## src/rtl/jtag_tap_ctrl.sv

```systemverilog
// IEEE 1149.1 TAP controller with BYPASS, IDCODE and USER data registers.
// All state advances on rising tck; trst is a synchronous active-low reset.
module jtag_tap_ctrl #(
    parameter int                    IR_WIDTH      = 4,
    parameter logic [31:0]           IDCODE_VALUE  = 32'h1234_5093,
    parameter int                    USER_DR_WIDTH = 8,
    parameter logic [IR_WIDTH-1:0]   INSTR_IDCODE  = IR_WIDTH'(1),
    parameter logic [IR_WIDTH-1:0]   INSTR_USER    = IR_WIDTH'(2)
) (
    input  logic                     tck,
    input  logic                     trst,
    input  logic                     tms,
    input  logic                     tdi,
    output logic                     tdo,
    output logic                     tdo_en,
    output logic [3:0]               state_o,
    output logic [IR_WIDTH-1:0]      ir_o,
    input  logic [USER_DR_WIDTH-1:0] user_dr_i,
    output logic [USER_DR_WIDTH-1:0] user_dr_o,
    output logic                     update_dr_pulse
);

    localparam logic [3:0] TLR    = 4'd0;
    localparam logic [3:0] RTI    = 4'd1;
    localparam logic [3:0] SEL_DR = 4'd2;
    localparam logic [3:0] CAP_DR = 4'd3;
    localparam logic [3:0] SH_DR  = 4'd4;
    localparam logic [3:0] EX1_DR = 4'd5;
    localparam logic [3:0] PA_DR  = 4'd6;
    localparam logic [3:0] EX2_DR = 4'd7;
    localparam logic [3:0] UPD_DR = 4'd8;
    localparam logic [3:0] SEL_IR = 4'd9;
    localparam logic [3:0] CAP_IR = 4'd10;
    localparam logic [3:0] SH_IR  = 4'd11;
    localparam logic [3:0] EX1_IR = 4'd12;
    localparam logic [3:0] PA_IR  = 4'd13;
    localparam logic [3:0] EX2_IR = 4'd14;
    localparam logic [3:0] UPD_IR = 4'd15;

    logic [3:0]               state_q, state_d;
    logic [IR_WIDTH-1:0]      ir_q, ir_d;
    logic [IR_WIDTH-1:0]      ir_sr_q, ir_sr_d;
    logic                     bypass_q, bypass_d;
    logic [31:0]              id_sr_q, id_sr_d;
    logic [USER_DR_WIDTH-1:0] user_sr_q, user_sr_d;
    logic [USER_DR_WIDTH-1:0] user_dr_q, user_dr_d;

    logic sel_idcode, sel_user;

    // Any opcode other than IDCODE or USER falls through to BYPASS.
    assign sel_idcode = (ir_q == INSTR_IDCODE);
    assign sel_user   = (ir_q == INSTR_USER);

    always_comb begin
        state_d = state_q;
        unique case (state_q)
            TLR:    state_d = tms ? TLR    : RTI;
            RTI:    state_d = tms ? SEL_DR : RTI;
            SEL_DR: state_d = tms ? SEL_IR : CAP_DR;
            CAP_DR: state_d = tms ? EX1_DR : SH_DR;
            SH_DR:  state_d = tms ? EX1_DR : SH_DR;
            EX1_DR: state_d = tms ? UPD_DR : PA_DR;
            PA_DR:  state_d = tms ? EX2_DR : PA_DR;
            EX2_DR: state_d = tms ? UPD_DR : SH_DR;
            UPD_DR: state_d = tms ? SEL_DR : RTI;
            SEL_IR: state_d = tms ? TLR    : CAP_IR;
            CAP_IR: state_d = tms ? EX1_IR : SH_IR;
            SH_IR:  state_d = tms ? EX1_IR : SH_IR;
            EX1_IR: state_d = tms ? UPD_IR : PA_IR;
            PA_IR:  state_d = tms ? EX2_IR : PA_IR;
            EX2_IR: state_d = tms ? UPD_IR : SH_IR;
            UPD_IR: state_d = tms ? SEL_DR : RTI;
            default: state_d = TLR;
        endcase
    end

    always_comb begin
        ir_d      = ir_q;
        ir_sr_d   = ir_sr_q;
        bypass_d  = bypass_q;
        id_sr_d   = id_sr_q;
        user_sr_d = user_sr_q;
        user_dr_d = user_dr_q;

        if (state_q == UPD_IR) begin
            ir_d = ir_sr_q;
        end else if (state_d == TLR) begin
            ir_d = INSTR_IDCODE;
        end

        case (state_q)
            CAP_IR: ir_sr_d = IR_WIDTH'(2'b01);
            SH_IR:  ir_sr_d = {tdi, ir_sr_q[IR_WIDTH-1:1]};
            CAP_DR: begin
                if (sel_idcode)    id_sr_d   = IDCODE_VALUE;
                else if (sel_user) user_sr_d = user_dr_i;
                else               bypass_d  = 1'b0;
            end
            SH_DR: begin
                if (sel_idcode)    id_sr_d   = {tdi, id_sr_q[31:1]};
                else if (sel_user) user_sr_d = {tdi, user_sr_q[USER_DR_WIDTH-1:1]};
                else               bypass_d  = tdi;
            end
            UPD_DR: begin
                if (sel_user) user_dr_d = user_sr_q;
            end
            default: ;
        endcase
    end

    always_ff @(posedge tck) begin
        if (!trst) begin
            state_q   <= TLR;
            ir_q      <= INSTR_IDCODE;
            ir_sr_q   <= '0;
            bypass_q  <= 1'b0;
            id_sr_q   <= '0;
            user_sr_q <= '0;
            user_dr_q <= '0;
        end else begin
            state_q   <= state_d;
            ir_q      <= ir_d;
            ir_sr_q   <= ir_sr_d;
            bypass_q  <= bypass_d;
            id_sr_q   <= id_sr_d;
            user_sr_q <= user_sr_d;
            user_dr_q <= user_dr_d;
        end
    end

    always_comb begin
        tdo = 1'b0;
        if (state_q == SH_IR) begin
            tdo = ir_sr_q[0];
        end else if (state_q == SH_DR) begin
            if (sel_idcode)    tdo = id_sr_q[0];
            else if (sel_user) tdo = user_sr_q[0];
            else               tdo = bypass_q;
        end
    end

    assign tdo_en          = (state_q == SH_DR) || (state_q == SH_IR);
    assign state_o         = state_q;
    assign ir_o            = ir_q;
    assign user_dr_o       = user_dr_q;
    assign update_dr_pulse = (state_q == UPD_DR) && sel_user;

endmodule

```

## config.mk

```make
export PLATFORM = sky130hd
export DESIGN_NAME = jtag_tap_ctrl
export DESIGN_NICKNAME = d
export VERILOG_FILES = /design/src/rtl/jtag_tap_ctrl.sv
export SDC_FILE = /design/constraint.sdc
export NUM_CORES = 1
export LEC_CHECK = 0
export BUFFER_PORTS_ARGS = -buffer_cell sky130_fd_sc_hd__buf_2
export CAP_MARGIN = 5
export CORE_UTILIZATION = 52
export DETAILED_ROUTE_END_ITERATION = 10
export PLACE_DENSITY_LB_ADDON = 0.1
export SLEW_MARGIN = 10
export SYNTH_ARGS = -nofsm -noshare
export SYNTH_HDL_FRONTEND = slang
export SYNTH_SLANG_ARGS = --single-unit
export TNS_END_PERCENT = 20
```

## constraint.sdc

```tcl
create_clock -name tck -period 4.4 [get_ports tck]
set_input_delay 0.22 -clock tck [delete_from_list [all_inputs] [get_ports tck]]
set_output_delay 0.22 -clock tck [all_outputs]
set_load 0.005 [all_outputs]
```

Word-level counts from Yosys, hierarchy flattened
Cells that the tools add are included.
W data, S select, Z words.
{"block": "word_totals", "register_bits": 61, "latchBits": 0, "ram_bits": 0, "romBits": 0, "input_bits": 12, "output_inout_bits": 19, "elab_cells": 79, "n_memories": 0}
{"block": "classes", "add_sub_neg": 0, "mul": 0, "div_mod_pow": 0, "magnitude_cmp": 0, "n_eq_ne": 25, "shifts": 0, "n_mux": 33, "n_bitwise": 0, "reduce_logical": 14}
{"op": "$mux W32", "n": 2}
{"op": "$pmux W32 S2", "n": 1}
{"op": "$pmux W4 S12", "n": 1}
{"op": "$eq A4 B4 Y1 const B", "n": 8}
{"op": "$mux W8", "n": 4}
{"op": "$mux W4", "n": 6}
{"op": "$eq A4 B3 Y1 const B", "n": 4}
{"op": "$ne A2 B2 Y1 const B", "n": 8}
{"op": "$pmux W8 S2", "n": 1}
{"op": "$eq A4 B2 Y1 const B", "n": 3}
{"op": "$mux W1", "n": 11}
{"op": "$reduce_and A5 Y1", "n": 2}
{"op": "$eq A4 B1 Y1 const B", "n": 2}
{"op": "$logic_not A4 Y1", "n": 2}
{"op": "$pmux W4 S2", "n": 1}
{"op": "$mux W2", "n": 3}
{"op": "$mux W3", "n": 2}
{"op": "$reduce_bool A2 Y1", "n": 3}
{"op": "$reduce_or A2 Y1", "n": 2}
{"op": "$reduce_and A3 Y1", "n": 1}
{"op": "$reduce_or A3 Y1", "n": 1}
{"op": "$pmux W1 S2", "n": 1}
{"op": "$reduce_and A2 Y1", "n": 1}
{"op": "$logic_and A1 B1 Y1", "n": 1}
{"op": "$logic_or A1 B1 Y1", "n": 1}

Logic depth before layout (Yosys ltp)
{"block": "logic_depth", "depth_word": 6, "mapped_depth": 7, "ltp_nobuf": 4}

Least setup slack after synthesis
OpenSTA, ideal clock, no wires.
{"block": "synth_path", "kind": "register -> register", "start": "reg state_q[3], in the netlist state_o[3]", "end": "reg id_sr_q[0]", "setup_time_ps": 119, "t_arrival_ps": 1627, "required_time_ps": 4281, "setup_slack_ps": 2655, "stages_incl_launch_ff": 6, "n_path_buf": 2, "period_less_slack_ps": 1745, "path_cell_list": "dfxtp_1 buf_6 or4b_4 or2_1 buf_2 o221a_1"}
{"block": "synth_via", "elab_chain_len": 3, "elab_cells_between_ends": 7, "classes_between": "4 x eq/ne; 1 x mux; 2 x reduce/logical"}
{"element": "start, declared", "line_no": "40", "text": "logic [3:0] state_q, state_d;"}
{"element": "start signal, assigned", "line_no": "121", "text": "state_q <= state_d;"}
{"element": "$eq A4 B2 Y1 / $eq A4 B3 Y1 (equally long branches)", "line_no": "91", "text": "case (state_q)"}
{"element": "$ne A2 B2 Y1 (no line) / $reduce_bool A2 Y1 (equally long branches)"}
{"element": "$reduce_and A3 Y1 (no line)"}
{"element": "end signal, assigned", "line_no": "125", "text": "id_sr_q <= id_sr_d;"}
{"element": "end, declared", "line_no": "44", "text": "logic [31:0] id_sr_q, id_sr_d;"}
Parallel ways exist; a longest one is shown, timed or not.
A chain may end at the register's enable or synchronous reset.

Worst setup path after layout
{"block": "layout_path", "start": "reg state_q[2], in the netlist state_o[2]", "end": "out tdo"}
{"block": "layout_via", "elab_chain_len": 3, "elab_cells_between_ends": 4, "classes_between": "2 x eq/ne; 2 x mux"}
{"element": "$eq A4 B3 Y1", "line_no": "135", "text": "end else if (state_q == SH_DR) begin"}
{"element": "$mux W1", "line_no": "135"}
{"element": "$mux W1 (*)", "line_no": "133", "text": "if (state_q == SH_IR) begin"}
{"element": "end, declared", "line_no": "14", "text": "output logic tdo,"}
Mark *: on every way between the ends. The rest lies on a longest branch, timed or not.

==> flow_summary.ini <==
[yosys]
synth-simple-area-share_pct = 17.73
synth_xor_area_share_pct = 0.6934
ys_types = 45
synth_nets = 281
ys_ff_latch = 61
synth-compound-area-share_pct = 24.27
synthAdderAreaFrac_pct = 0
syn-mean-instance-area_um2 = 9.391
yosys_warnings = 0
synth_area_um2 = 2526
seq_area_frac_synth_pct = 48.34
synth_top_family_by_area = compound AO/OA/AOI/OAI gates
synthFlopType = dfxtp_1
synth-edff-count = 0
muxShareOfSynthArea_pct = 3.170
synthesis.instances = 269
synth-async-reset-ratio_pct = 0

[sta]
maxSlewViolCount = 0
fmax_ghz = 0.3915
rsz0062_at_grt = no
hold_violations = 0
whs_ps = 147.7
post-route-min-period_ps = 2554
setup_viol = 0
post-route-period-util_pct = 58.05
worst_pin_slew_ps = 833.0
worst_slack_ps = 1846
maxSlewHeadroom_pct = 44.32
tns_ps = 0
fin_skew_ps = 8.309

[critical_path]
end_kind = output port
worstRegToRegCells = 4
path_class = flop to output port
worst_ep_arrival_time_ps = 2330
crit_fanout = 18
startpoint_type = flop
cp.required_ps = 4180

[drt]
wl_um = 4857
drtIter0Drc = 98
first_pass_iters = 5
dr_total_vias = 2039
drc = 0
avgRoutedWirePerCell_um = 14.04
viasPerCell = 5.893
final_antenna_net_count = 0

[hold_path]
holdPathStages = 3
hp-class = primary input to flop

[cells_and_area]
fillers = 388
stdcell_count = 346
fin_util_pct = 63.11
final_area_um2 = 2843
layout-drive-gt1-share_pct = 18.37
diodes = 0
nets = 301
area_growth_pct = 12.53

[placement]
port_buffers = 30
place_ws_ps = 1985
dpl-instance-area_um2 = 2629
dp_cells = 330
gp_congestion = 0.7488
dp_hpwl_um = 3084

[cts]
clk_latency_ps = 340
post_cts_buffers = 0
cts_htree_levels = 3
ctsHoldBuffers = 0
ctsResizeCount = 0
cts_tree = done
clkTransAtPathRegs_ps = 70
numClockSinks = 61
cts_buffers = 9
root_buffer = clkbuf_8
clk_path_buf_depth = 2

[global_route]
antenna_found_initial = 0
grt_use_total_pct = 21.34
gr-total-overflow = 0
grt_max_degree = 47
grt_pass1_wl_um = 8459
first_global_vias = 1790

[flow_run]
maxCapViolations = 0

[power]
switchingPower_mw = 0.2709
p_per_area_nw_per_um2 = 415.1
p_int_mw = 0.9091
fin_total_pwr_mw = 1.180
max-vdd-ir-drop_uv = 275.1
swShare_pct = 22.96
leakage_nw = 1.141
clock_power_share_pct = 45.2
pwr-share-comb_pct = 5.6
pwr-share-seq_pct = 49.2

[run_status]
status = finished clean

[floorplanning]
fp.dieH_um = 71.70
die_w_um = 71.70
rows = 24
core_um2 = 4504
ios = 31
start_util_pct = 56.08
die-area_um2 = 5141
sequential cells by signal, indices dropped and copies added, names as in the netlist:
name,flops
bypass_q,1
ir_sr_q,4
id_sr_q,32
user_dr_o,8
user_sr_q,8
state_o,4
ir_o,4
power groups by stage:
| stage | Sequential [mW] | Clock, mW | Combinational [mW] |
|---|---|---|---|
| 3_5_place_dp | 0.592 | 0 | 0.0659 |
| 5_1_grt | 0.583 | 0.571 | 0.0732 |
| 2_1_floorplan | 0.581 | 0 | 0.0615 |
| 6_report | 0.581 | 0.534 | 0.0656 |
| 4_1_cts | 0.580 | 0.545 | 0.0662 |
| 3_3_place_gp | 0.592 | 0 | 0.0661 |
cell families (layout without fill, tap and decap cells):
logic type | count (synthesis) | count (layout)
and+or+nand+nor | 94 | 94
AOI/OAI and AO/OA | 75 | 75
DFF | 61 | 61
buffers and inverters | 29 | 54
muxes | 8 | 8
xor gates and xnor gates | 2 | 2
path summary, 6_finish.rpt:
path | start | to | slack (ps)
worst min-delay path | user_dr_i[3] | user_sr_q[3] | 150
worst max-delay path | state_o[2] | tdo | 1850
worst max register to register | state_o[2] | id_sr_q[4] | 1960
worst min register to register | ir_sr_q[0] | ir_sr_q[0] | 460
cell type report:
class	instances	area [µm²]	area share [%]
Clock buffer	10	127.6	4.489
Clock inverter	6	86.33	3.037
Inverter	7	26.28	0.9243
Multi-Input combinational cell	179	1159	40.76
Sequential cell	61	1221	42.96
Tap cell	52	65.06	2.289
Timing Repair Buffer	31	157.7	5.546
cell usage after synthesis, drive strengths merged, types with 2 or more instances:
| library cell | count | area (µm²) |
|---|---|---|
| dfxtp | 61 | 1221 |
| nand2 | 23 | 88.84 |
| and2 | 2 | 12.51 |
| inv | 7 | 26.28 |
| nor2 | 44 | 165.2 |
| a21oi | 10 | 61.31 |
| nor2b | 6 | 37.54 |
| buf | 11 | 78.82 |
| mux2i | 8 | 80.08 |
| a211oi | 2 | 15.01 |
| o21ai | 8 | 40.04 |
| nor3 | 3 | 15.01 |
| nand2b | 2 | 12.51 |
| a2bb2oi | 2 | 17.52 |
| o31ai | 2 | 15.01 |
| a311oi | 8 | 82.58 |
| nand3 | 4 | 20.02 |
| a22o | 3 | 26.28 |
| o221a | 13 | 146.4 |
| clkbuf | 11 | 41.29 |
| nor4b | 2 | 23.77 |
| or4b | 3 | 33.78 |
| a22oi | 21 | 157.7 |
placed cells by master (no fill, tap or decap), drive strengths merged, types with 3 or more instances in the layout:
cell     n
a21oi   10
a22o     3
a22oi   21
a311oi   8
buf     31
clkbuf  10
dfxtp   61
inv      8
mux2i    8
nand2   23
nand3    4
nor2    44
nor2b    6
nor3     3
o21ai    8
o221a   13
or4b     3
routing by layer:
metal  vias to the layer above  global-route usage (%)  share of wire [%]
li1                       1024                       -                  -
met1                       947                   29.24                 49
met2                        57                   31.13                 43
met3                        11                   5.204                5.5
met4                         0                   11.11                2.3
met5                         -                       0                  0
worst max-delay path, stage by stage (launching register included):
cell     delay (ps)
dfxtp_1         640
nor4b_2         770
o221a_1         310
o21ai_1          60
o31ai_1          70
buf_2           150
Note: power is estimated with default switching activity, not from simulation.
